[config.mk]
export PLATFORM = sky130hd
export DESIGN_NAME = uart_frame_tx
export DESIGN_NICKNAME = d
export VERILOG_FILES = /design/src/rtl/uart_frame_pkg.sv /design/src/rtl/uart_frame_tx.sv
export SDC_FILE = /design/constraint.sdc
export NUM_CORES = 1
export LEC_CHECK = 0
export CORE_MARGIN = 2
export CORE_UTILIZATION = 30
export CTS_CLUSTER_DIAMETER = 200
export DETAILED_ROUTE_END_ITERATION = 7
export GPL_ROUTABILITY_DRIVEN = 0
export PLACE_DENSITY = 0.51
export SYNTH_ARGS = -nofsm -noshare
export SYNTH_HDL_FRONTEND = slang
export SYNTH_SLANG_ARGS = --single-unit
[constraint.sdc]
create_clock -name clk_100MHz -period 4.4 [get_ports clk_100MHz]
set_input_delay 0.44 -clock clk_100MHz [delete_from_list [all_inputs] [get_ports clk_100MHz]]
set_output_delay 0.44 -clock clk_100MHz [all_outputs]
set_load 0.01 [all_outputs]
[src/rtl/uart_frame_pkg.sv]
// Shared definitions for the UART frame transmitter: state encoding,
// default frame constants and the checksum helper.
package uart_frame_pkg;

    // First byte of every frame; the host-side decoder tests use the same value.
    localparam logic [7:0] SYNC_BYTE_DEFAULT = 8'hA5;

    // Default width of the frame length field.
    localparam int LEN_W_DEFAULT = 8;

    // State encoding for the framing FSM.
    localparam logic [2:0] ST_IDLE = 3'd0;
    localparam logic [2:0] ST_SYNC = 3'd1;
    localparam logic [2:0] ST_LEN  = 3'd2;
    localparam logic [2:0] ST_PAY  = 3'd3;
    localparam logic [2:0] ST_CSUM = 3'd4;

    typedef enum logic [2:0] {
        IDLE = ST_IDLE,
        SYNC = ST_SYNC,
        LEN  = ST_LEN,
        PAY  = ST_PAY,
        CSUM = ST_CSUM
    } frame_state_t;

    // Byte that brings the running sum (LEN + payload) to zero mod 256.
    function automatic logic [7:0] csum_byte(input logic [7:0] acc);
        return (~acc) + 8'd1;
    endfunction

endpackage

[src/rtl/uart_frame_tx.sv]
// Frames a byte stream into SYNC, LEN, payload, CSUM packets and writes them
// into the UART transmit FIFO. Payload bytes pass straight from the source to
// the FIFO on the same cycle; nothing is buffered internally.
module uart_frame_tx
    import uart_frame_pkg::*;
#(
    parameter logic [7:0] SYNC_BYTE = SYNC_BYTE_DEFAULT,
    parameter int         LEN_W     = LEN_W_DEFAULT
) (
    input  logic             clk_100MHz,
    input  logic             reset,
    input  logic             start,
    input  logic [LEN_W-1:0] frame_len,
    input  logic [7:0]       s_data,
    input  logic             s_valid,
    output logic             s_ready,
    input  logic             tx_full,
    output logic             write_uart,
    output logic [7:0]       write_data,
    output logic             busy,
    output logic             done
);

    frame_state_t     state_reg, state_next;
    logic [LEN_W-1:0] len_reg, len_next;
    logic [LEN_W-1:0] count_reg, count_next;
    logic [7:0]       csum_reg, csum_next;
    logic             done_reg, done_next;

    // Length as it appears on the wire and in the checksum (8-bit field).
    logic [7:0]       len_byte;
    assign len_byte = 8'(len_reg);

    // State and datapath registers; an asynchronous reset abandons any frame.
    always_ff @(posedge clk_100MHz or posedge reset) begin
        if (reset) begin
            state_reg <= IDLE;
            len_reg   <= '0;
            count_reg <= '0;
            csum_reg  <= 8'h00;
            done_reg  <= 1'b0;
        end else begin
            state_reg <= state_next;
            len_reg   <= len_next;
            count_reg <= count_next;
            csum_reg  <= csum_next;
            done_reg  <= done_next;
        end
    end

    // Next-state, write strobe and datapath updates; a state only advances
    // on a cycle that actually writes into the FIFO.
    always_comb begin
        state_next = state_reg;
        len_next   = len_reg;
        count_next = count_reg;
        csum_next  = csum_reg;
        done_next  = 1'b0;
        write_uart = 1'b0;
        write_data = 8'h00;
        s_ready    = 1'b0;

        case (state_reg)
            IDLE: begin
                if (start) begin
                    len_next   = frame_len;
                    count_next = '0;
                    csum_next  = 8'h00;
                    state_next = SYNC;
                end
            end

            SYNC: begin
                write_data = SYNC_BYTE;
                if (!tx_full) begin
                    write_uart = 1'b1;
                    state_next = LEN;
                end
            end

            LEN: begin
                write_data = len_byte;
                if (!tx_full) begin
                    write_uart = 1'b1;
                    csum_next  = csum_reg + len_byte;
                    state_next = (len_reg != '0) ? PAY : CSUM;
                end
            end

            PAY: begin
                // The source byte is consumed on exactly the cycle it is written.
                s_ready    = !tx_full;
                write_data = s_data;
                if (s_valid && !tx_full) begin
                    write_uart = 1'b1;
                    csum_next  = csum_reg + s_data;
                    count_next = count_reg + LEN_W'(1);
                    // len is nonzero here, so len-1 cannot underflow.
                    if (count_reg == len_reg - LEN_W'(1)) begin
                        state_next = CSUM;
                    end
                end
            end

            CSUM: begin
                write_data = csum_byte(csum_reg);
                if (!tx_full) begin
                    write_uart = 1'b1;
                    done_next  = 1'b1;
                    state_next = IDLE;
                end
            end

            default: begin
                state_next = IDLE;
            end
        endcase

        // Keep the FIFO and source handshakes quiet while reset is asserted.
        if (reset) begin
            write_uart = 1'b0;
            s_ready    = 1'b0;
        end
    end

    assign busy = (state_reg != IDLE);
    assign done = done_reg;

endmodule

==> flow_summary.json <==
{
  "hold_path.class": "in2async",
  "async_reset_ff_share_pct": 100,
  "io_buffers": 32,
  "fin_setup_tns_ns": 0,
  "finalSetupViolCount": 0,
  "critPathKind": "reg2reg",
  "fp.dieH_um": 90.7,
  "antenna_found_initial": 0,
  "finalCriticalPeriod_ns": 3.42,
  "postSynthCellCount": 253,
  "cp.required_ns": 4.61,
  "dieArea_um2": 8220,
  "ff2ff_path_depth": 10,
  "ant_nets": 0,
  "powerDensity_nw_per_um2": 448,
  "rows": 31,
  "dr.pass1.iters": 4,
  "cts_max_level": 1,
  "overflow": 0,
  "relSlewSlack_pct": 51.9,
  "postCtsSetupRepairBufs": 0,
  "leakagePower_nw": 1.11,
  "synth_edf_count": 0,
  "clock_path_buffers": 2,
  "ff2ff_setup_slack_ns": 0.98,
  "clock_sinks": 28,
  "num_antenna_cells": 0,
  "synth_area_leaders": "dfrtp_1, mux2_2, ha_1",
  "yosys.area.top_type": "dfrtp_1",
  "post-dp-hpwl_um": 4400,
  "via_count": 1911,
  "final_core_util_pct": 37.3,
  "clk_pin_slew_worst_paths_ns": 0.10,
  "grt_pass1_wl_um": 9660,
  "final_nets": 309,
  "finClkSkew_ns": 0.00572,
  "crit_arrival_ns": 3.62,
  "grt_start_max_net_pins": 24,
  "finalHoldViolations": 0,
  "fin_crit_sh_pct": 77.6,
  "yosys_warnings": 0,
  "ys_types": 50,
  "rsz0062_at_grt": "no",
  "irDropWorstVdd_uv": 174,
  "cts_buffers": 3,
  "grt_pass1_vias": 1855,
  "syn_avg_cell_area_um2": 8.91,
  "cts-root-buf": "clkbuf_8",
  "seq_area_frac_synth_pct": 31.1,
  "die_w_um": 90.7,
  "synth_fp_nets": 285,
  "layout-drive-gt1-share_pct": 9.06,
  "worst_pin_slew_ns": 0.722,
  "ctsResizeCount": 0,
  "max_freq_mhz": 293,
  "cts_hold_buffers": 0,
  "io-pin-count": 33,
  "maxCapViolCount": 0,
  "synth_area_um2": 2250,
  "crit_path_start_kind": "flop",
  "core-area_um2": 7250,
  "drc_errors": 0,
  "syn_to_final_growth_pct": 19.9,
  "endpoint_kind": "flop",
  "tritoncts": "done",
  "synth-main-ff-cell": "dfrtp_1",
  "slew_violations": 0,
  "ys_ff_latch": 28,
  "start_util_pct": 31.1,
  "total_power_w": 0.00121,
  "clk_latency_ns": 0.28,
  "yosysTopAreaCellShare_pct": 31.1,
  "routed_wl_um": 5710,
  "grtUsageTotal_pct": 14.3,
  "crit_fanout": 20,
  "post_drt_via_cell_ratio": 5.10,
  "drt_iter0_drc": 116,
  "wl_per_cell_um": 15.2,
  "status": "complete, no violations"
}
==> cells in the mapped netlist, types with 6 or more instances <==
cell and instances:
a21oi_1 8, clkbuf_1 10, dfrtp_1 28, ha_1 10, inv_1 12, mux2_2 14, mux2i_1 6, nand2_1 18
nand2b_1 6, nor2_1 21, o21ai_0 14, o22ai_1 7, xnor2_1 14, xor2_1 13
==> power by group <==
group,internal (W),switching (W),total [W],leakage (nW)
clock network,0.0000802,0.0000841,0.000164,0.0288
logic,0.000290,0.000280,0.000570,0.739
registers,0.000332,0.000145,0.000477,0.344
==> final timing paths <==
check,end,startpoint
worst max-delay path,csum_reg[7]$_DFFE_PP0P_,state_reg[1]$_DFFE_PP0P_
worst min-delay path,csum_reg[0]$_DFFE_PP0P_,reset
worst max register to register,csum_reg[7]$_DFFE_PP0P_,state_reg[1]$_DFFE_PP0P_
worst min register to register,count_reg[0]$_DFFE_PP0P_,count_reg[0]$_DFFE_PP0P_
max in group asynchronous,count_reg[2]$_DFFE_PP0P_,reset
min in group clk_100MHz,count_reg[0]$_DFFE_PP0P_,count_reg[0]$_DFFE_PP0P_
==> metrics by stage <==
step | setup WS [ns] | hold slack [ns] | cells | area, um2
2_1_floorplan | 1.63 | 0.501 | 253 | 2250
3_3_place_gp | 1.18 | 0.523 | 371 | 2650
3_5_place_dp | 1.03 | 0.544 | 371 | 2650
4_1_cts | 0.996 | 0.520 | 375 | 2700
5_1_grt | 0.574 | 0.540 | 375 | 2700
6_report | 0.984 | 0.522 | 375 | 2700
==> cells in the final DEF (no fill, tap or decap), types with 8 or more instances in the layout <==
cell type / netlist / layout
mux2_2: 14 / 14
xor2_1: 13 / 13
clkdlybuf4s50_1: 0 / 32
dfrtp_1: 28 / 28
o21ai_0: 14 / 14
ha_1: 10 / 10
inv_1: 12 / 12
nand2_1: 18 / 18
a21oi_1: 8 / 8
nor2_1: 21 / 21
xnor2_1: 14 / 14
==> cell type report <==
class	count	area, um2
Clock buffer	4	55.1
Multi-Input combinational cell	198	1440
Inverter	12	45.0
Sequential cell	28	701
Tap cell	99	124
Timing Repair Buffer	34	335
Fill cell	777	4550
==> worst max-delay path, cell delays in order, from the launching register on <==
cell and delay [ns]:
dfrtp_1 0.70, nor2b_1 0.44, nand2_1 0.38, mux2_2 0.41
ha_1 0.29, a211oi_1 0.35, o21ai_0 0.15, a31oi_1 0.23
xnor2_1 0.16, a21oi_1 0.09, o22ai_1 0.14
==> cell families (layout without fill, tap and decap cells) <==
logic type                 after synthesis  count (layout)  share of synthesized area, %
AOI/OAI and AO/OA                       54              54                          16.3
muxes                                   20              20                          9.66
and+or+nand+nor                         86              86                          21.1
DFF                                     28              28                          31.1
buffers and inverters                   27              50                          4.88
xor gates and xnor gates                27              27                          10.5
adders and majority gates               11              11                          6.44
==> metal layers <==
layer  vias up  wire [um]  GRT usage, %
met5         -          0             0
met4         0         19          1.54
met3         2        172          2.42
met2        30       2870          24.3
met1       922       2650          19.5
li1        957          -             -
Note: power is estimated with default switching activity, not from simulation.
